--- src/rtl/fp_ratio_sequencer.sv ---
// Sequences the external MULT and DIV cores to form num / (TWO_PI * x), holding operands
// stable for the whole pass and capturing the quotient with status flags behind a start/done handshake.
module fp_ratio_sequencer #(
  parameter int          MULT_LATENCY = 5,
  parameter int          DIV_LATENCY  = 24,
  parameter logic [63:0] TWO_PI       = 64'h401921FB54442D18
) (
  input  logic        clk,
  input  logic        areset,
  input  logic        start,
  input  logic        clear,
  input  logic [63:0] op_x,
  input  logic [63:0] op_num,
  output logic [63:0] mul_a,
  output logic [63:0] mul_b,
  input  logic [63:0] mul_q,
  output logic [63:0] div_a,
  output logic [63:0] div_b,
  input  logic [63:0] div_q,
  output logic        busy,
  output logic        done,
  output logic        result_valid,
  output logic [63:0] result,
  output logic [3:0]  flags
);

  localparam int MAX_LAT = (MULT_LATENCY > DIV_LATENCY) ? MULT_LATENCY : DIV_LATENCY;
  localparam int CW      = $clog2(MAX_LAT + 1);
  localparam logic [CW-1:0] MUL_LOAD = CW'(MULT_LATENCY - 1);
  localparam logic [CW-1:0] DIV_LOAD = CW'(DIV_LATENCY - 1);

  typedef enum logic [1:0] {IDLE, MUL_WAIT, DIV_WAIT, DONE} state_t;

  state_t      state_q, state_d;
  logic [CW-1:0] cnt_q, cnt_d;
  logic [63:0] x_q, x_d, num_q, num_d, prod_q, prod_d, result_q, result_d;
  logic        valid_q, valid_d, overrun_q, overrun_d;
  logic        zdiv_pend_q, zdiv_pend_d, zero_div_q, zero_div_d;
  logic        inf_q, inf_d, nan_q, nan_d;
  logic        accept, clear_ok, q_exp_max, q_man_zero;

  // NOTE: every state register uses <= so all flops update together from pre-edge values.
  always_ff @(posedge clk or posedge areset) begin
    if (areset) begin
      state_q     <= IDLE;
      cnt_q       <= '0;
      x_q         <= '0;
      num_q       <= '0;
      prod_q      <= '0;
      result_q    <= '0;
      valid_q     <= 1'b0;
      overrun_q   <= 1'b0;
      zdiv_pend_q <= 1'b0;
      zero_div_q  <= 1'b0;
      inf_q       <= 1'b0;
      nan_q       <= 1'b0;
    end else begin
      state_q     <= state_d;
      cnt_q       <= cnt_d;
      x_q         <= x_d;
      num_q       <= num_d;
      prod_q      <= prod_d;
      result_q    <= result_d;
      valid_q     <= valid_d;
      overrun_q   <= overrun_d;
      zdiv_pend_q <= zdiv_pend_d;
      zero_div_q  <= zero_div_d;
      inf_q       <= inf_d;
      nan_q       <= nan_d;
    end
  end

  assign accept     = start && (state_q == IDLE || state_q == DONE);
  // A clear landing in the done cycle loses to the freshly published result.
  assign clear_ok   = clear && (state_q != DONE);
  assign q_exp_max  = (div_q[62:52] == 11'h7FF);
  assign q_man_zero = (div_q[51:0] == 52'd0);

  // NOTE: every _d gets its hold value first so no path through the case can infer a latch.
  always_comb begin
    state_d     = state_q;
    cnt_d       = cnt_q;
    x_d         = x_q;
    num_d       = num_q;
    prod_d      = prod_q;
    result_d    = result_q;
    valid_d     = valid_q;
    overrun_d   = overrun_q;
    zdiv_pend_d = zdiv_pend_q;
    zero_div_d  = zero_div_q;
    inf_d       = inf_q;
    nan_d       = nan_q;

    if (clear_ok) begin
      valid_d    = 1'b0;
      overrun_d  = 1'b0;
      zero_div_d = 1'b0;
      inf_d      = 1'b0;
      nan_d      = 1'b0;
    end

    unique case (state_q)
      IDLE, DONE: begin
        state_d = IDLE;
        if (accept) begin
          x_d     = op_x;
          num_d   = op_num;
          cnt_d   = MUL_LOAD;
          state_d = MUL_WAIT;
        end
      end
      MUL_WAIT: begin
        if (start) overrun_d = 1'b1;
        if (cnt_q == '0) begin
          prod_d      = mul_q;
          zdiv_pend_d = (mul_q[62:0] == 63'd0);
          cnt_d       = DIV_LOAD;
          state_d     = DIV_WAIT;
        end else begin
          cnt_d = cnt_q - 1'b1;
        end
      end
      DIV_WAIT: begin
        if (start) overrun_d = 1'b1;
        if (cnt_q == '0) begin
          result_d   = div_q;
          valid_d    = 1'b1;
          zero_div_d = zdiv_pend_q;
          inf_d      = q_exp_max && q_man_zero;
          nan_d      = q_exp_max && !q_man_zero;
          state_d    = DONE;
        end else begin
          cnt_d = cnt_q - 1'b1;
        end
      end
      default: state_d = IDLE;
    endcase
  end

  assign mul_a        = TWO_PI;
  assign mul_b        = x_q;
  assign div_a        = num_q;
  assign div_b        = prod_q;
  assign busy         = (state_q == MUL_WAIT) || (state_q == DIV_WAIT);
  assign done         = (state_q == DONE);
  assign result_valid = valid_q;
  assign result       = result_q;
  assign flags        = {overrun_q, zero_div_q, inf_q, nan_q};

endmodule

--- config.mk ---
export PLATFORM = sky130hd
export DESIGN_NAME = fp_ratio_sequencer
export DESIGN_NICKNAME = d
export VERILOG_FILES = /design/src/rtl/fp_ratio_sequencer.sv
export SDC_FILE = /design/constraint.sdc
export NUM_CORES = 1
export LEC_CHECK = 0
export CORE_AREA = 2 2 230 232
export CTS_BUF_LIST = sky130_fd_sc_hd__clkbuf_4 sky130_fd_sc_hd__clkbuf_8
export CTS_CLUSTER_DIAMETER = 100
export CTS_CLUSTER_SIZE = 14
export DETAILED_ROUTE_END_ITERATION = 10
export DIE_AREA = 0 0 232 234
export GPL_ROUTABILITY_DRIVEN = 0
export HOLD_SLACK_MARGIN = 0.1
export PLACE_DENSITY_LB_ADDON = 0.25
export SYNTH_ARGS = -nofsm -noshare
export SYNTH_HDL_FRONTEND = slang
export SYNTH_SLANG_ARGS = --single-unit
--- constraint.sdc ---
create_clock -name clk -period 10.9 [get_ports clk]
set_input_delay 2.18 -clock clk [delete_from_list [all_inputs] [get_ports clk]]
set_output_delay 2.18 -clock clk [all_outputs]
set_load 0.03 [all_outputs]
After elaboration in Yosys (flattened, before gate mapping)

Cells that the tools add are included.
Widths: inputs -> output; s select.

Bits in registers: 269
Bits of input ports: 260
Output and inout bits: 327
Word-level logic and storage cells: 63

Add/sub/neg operators: 1
Equal/unequal tests: 9
Muxes and demuxes: 23
Reductions and logical operators: 18

Operators with widths:

| cell                 | count |
|---|---|
| $logic_not 63->1     | 1 |
| $logic_not 52->1     | 1 |
| $mux 1               | 16 |
| $mux 5               | 3 |
| $pmux 5 s3           | 1 |
| $eq 11x11->1 const B | 1 |
| $ne 2x2->1 const B   | 5 |
| $reduce_and 2->1     | 5 |
| $pmux 2 s3           | 1 |
| $logic_not 5->1      | 1 |
| $sub 5x1->5 const B  | 1 |
| $eq 2x2->1 const B   | 2 |
| $logic_and 1x1->1    | 4 |
| $mux 2               | 2 |
| $reduce_or 2->1      | 2 |
| $eq 2x1->1 const B   | 1 |
| $logic_not 2->1      | 1 |
| $logic_or 1x1->1     | 2 |
| $logic_not 1->1      | 1 |

Logic depth before layout (Yosys ltp)

Depth after elaboration: 5
Depth in mapped cells: 9
Mapped depth without buffers: 6

Worst setup path after synthesis

OpenSTA, ideal clock, no wires.

Path kind: reg-to-output
Start: register state_q[0]
End: output port busy
Arrival: 1.144 ns
Required time: 8.720 ns
Setup slack: 7.576 ns
Stages on the path, launching flop included: 5
Path buffers: 1
Cell sequence: dfrtp_1 > inv_1 > ha_1 > clkbuf_1 > inv_1

Cells in the longest elaborated chain, start to end: 2
Elaborated cells between the ends (all ways): 3
Classes of those cells: eq/ne (2); reduce/logical (1)

Ends and longest elaborated chain:

| element                                  | RTL line | RTL |
|---|---|---|
| start, declared                          | 34       | `state_t state_q, state_d;` |
| start signal, assigned                   | 58       | `state_q <= state_d;` |
| $eq 2x1->1 or $eq 2x2->1 (tied branches) | 144      | `assign busy = (state_q == MUL_WAIT) \|\| (state_q == DIV_WAIT);` |
| $logic_or 1x1->1 (*)                     | 144      |  |
| end, declared                            | 20       | `output logic busy,` |

Every way passes the cells marked *; elsewhere a longest branch is shown, timed or not.

Worst setup path after layout

Same ends and word-level chain as after synthesis.

==> flow_summary.toml <==
[worst_hold_path]
hold_path_class = "flip-flop to flip-flop"
hold_start = "result[36]"

[route]
vias_per_cell = 3.933
drc = 0
dr.pass1.iters = 4
dr.first_iter.drc_count = 266
vias = 8133
antenna_left = 0
routed_wirelength_um = 34860
wl_per_cell_um = 16.86

[timing]
hold_viol = 0
hold_slack_ns = 0.4808
rsz0062_at_grt = "false"
tightest_slew_ns = 0.9241
fin_crit_ns = 4.645
final_max_slew_viol_count = 0
clock-skew-final_ns = 0.01690
setup_viol = 0
post-route-period-util = 0.4262
max-slew-margin-rel = 0.3839
setup_tns_ns = 0
max_freq_ghz = 0.2153

[grt]
grt_pass1_wl_um = 51030
grt_util_all_layers = 0.1219
gr-total-overflow = 0
first_global_vias = 8383
grt_start_max_net_pins = 86
antenna_found_initial = 1

[synth]
synth_top_family_by_area = "multiplexers"
synth_top_area_frac = 0.6155
yosysTopAreaCell = "dfrtp_1"
yosysMostFrequentCell = "dfrtp_1"
postSynth.asyncResetShare = 1.000
syn_area_per_cell_um2 = 12.63
synth_edf_count = 0
yosysWarnings = 0
synthSimpleGateAreaFrac = 0.1054
synth_compound_area_frac = 0.01178
syn_area_mm2 = 0.01094
ys_top_cells_by_count = "269 x dfrtp_1, 205 x nand2_1, 192 x mux2_2"
ys_seq_elements = 269
muxShareOfSynthArea = 0.1977
synthTopCellsByArea = "dfrtp_1 62%, mux2_2 20%, nand2_1 7.0%"
ys.flop_type = "dfrtp_1"
yosysSeqAreaShare = 0.6155
syn_inst = 866
synth_fa_ha_area_frac = 0.004576
synth.distinct_cells = 33
synth_xor_xnor_area_share = 0.0008008

[die]
start_util = 0.2102
num_rows = 84
ioPinCount = 587
chipWidth_um = 232
core_mm2 = 0.05202
die_y_um = 234
dieArea_mm2 = 0.05429

[clock_tree]
clock_path_buffers = 3
post-cts-setup-buffers = 0
cts_max_level = 1
ctsResizeCount = 0
cts_buffers = 23
clkSinkCount = 269
cts_root_buffer = "clkbuf_8"
cts_tree = "done"
postCtsHoldBufs = 0
clk_latency_ns = 0.58
path_clk_slew_ns = 0.10

[power_and_ir_drop]
power.density_mw_per_mm2 = 324.4
p_int_w = 0.003109
vdd_drop_max_mv = 0.1345
power_switching_w = 0.002406
clockPowerShare = 0.098
seqPwrFrac = 0.319
p_sw_frac = 0.4362
leakage_nw = 7.203
pwr-share-comb = 0.584

[flow_run]
max_cap_violations = 0

[setup_path]
r2r_end = "mul_b[18]"
rr_worst_depth = 6
reg2reg_from = "state_q[0]"
critical_path_class = "flip-flop to primary output"
cp_data_arrival_time_ns = 2.47
crit_required_ns = 8.72
end_kind = "primary output"
cp_max_fo = 10
startpoint_type = "flip-flop"
rrSetupSlack_ns = 7.69
startpoint = "state_q[0]"
crit_end = "busy"

[finish]
areaGrowthSynthToFinish_pct = 55.46
fin_nets = 1642
antennaDiodeCount = 0
utilization = 0.3268
fillers = 5325
drive_gt1_frac = 0.1696

[placement]
port_buffers = 522
dpl.hpwl_um = 26430

[outcome]
status = "finished clean"
[metal layers]
metal / routed length, um / global-route usage / up-vias
li1: - / - / 3792
met1: 13260 / 0.1425 / 3992
met2: 17830 / 0.2139 / 311
met3: 2841 / 0.04000 / 38
met4: 926 / 0.03305 / 0
met5: 0 / 0 / -
[through the flow]
stage / std cells / setup slack, ns / total power, W / cell area, um^2
after floorplan: 928 / 1.310 / 0.003664 / 11170
after global placement: 2041 / 5.890 / 0.005017 / 16660
after detailed placement: 2041 / 5.833 / 0.005045 / 16660
after CTS: 2068 / 6.125 / 0.005621 / 17000
after global routing: 2068 / 6.120 / 0.005860 / 17000
final: 2068 / 6.255 / 0.005515 / 17000
[worst min-delay path by stage]
stage            endpoint  slack [ns]  depth (start not counted)
3_3_place_gp   result[17]        0.46                          2
2_1_floorplan  zero_div_q        0.45                          2
3_5_place_dp   result[28]        0.46                          2
6_report       result[36]        0.48                          2
5_1_grt        result[36]        0.50                          2
4_1_cts        result[11]        0.49                          2
[registers in the layout, indices dropped and copies added (netlist names)]
name          count
result           64
nan_q             1
div_a            64
zdiv_pend_q       1
zero_div_q        1
result_valid      1
div_b            64
overrun_q         1
state_q           2
cnt_q             5
inf_q             1
mul_b            64
[placed cells by master (no fill, tap or decap), types with 4 or more instances in the layout]
cell type	instances
a21oi_1	4
buf_4	8
clkbuf_8	23
clkdlybuf4s50_1	522
conb_1	64
dfrtp_1	269
ha_1	4
inv_1	5
mux2_2	192
nand2_1	203
nand3_1	5
nand4_1	7
nor2_1	8
nor4_1	31
o21ai_0	6
[cell type report]
type | count | area (um^2) | area share
sequential | 269 | 6731 | 0.3959
clock inverter | 4 | 25.02 | 0.001472
multi-input combinational | 548 | 3754 | 0.2208
inverter | 6 | 30.03 | 0.001766
timing repair buffer | 530 | 5285 | 0.3108
clock buffer | 23 | 316.6 | 0.01862
tap | 688 | 860.8 | 0.05063
[power groups by stage]
stage	registers, W	clock network, W	logic, W
2_1_floorplan	0.00274	0	0.000929
3_3_place_gp	0.00177	0	0.00325
3_5_place_dp	0.00178	0	0.00326
4_1_cts	0.00177	0.000584	0.00327
5_1_grt	0.00182	0.000621	0.00341
6_report	0.00176	0.000538	0.00322
[logic make-up (layout without fill, tap and decap cells)]
group | count (synthesis) | in the layout
flops | 269 | 269
simple gates | 267 | 267
mux | 192 | 192
buf+inv | 111 | 563
compound gates | 20 | 20
fa+ha+maj | 4 | 4
other cells | 2 | 64
xor+xnor | 1 | 1
[critical path, stage by stage (launching register included)]
cell and delay [ns]:
dfrtp_1 0.39, inv_1 0.07, ha_1 0.45, inv_1 0.19
clkdlybuf4s50_1 0.77
Note: power is estimated with default switching activity, not from simulation.
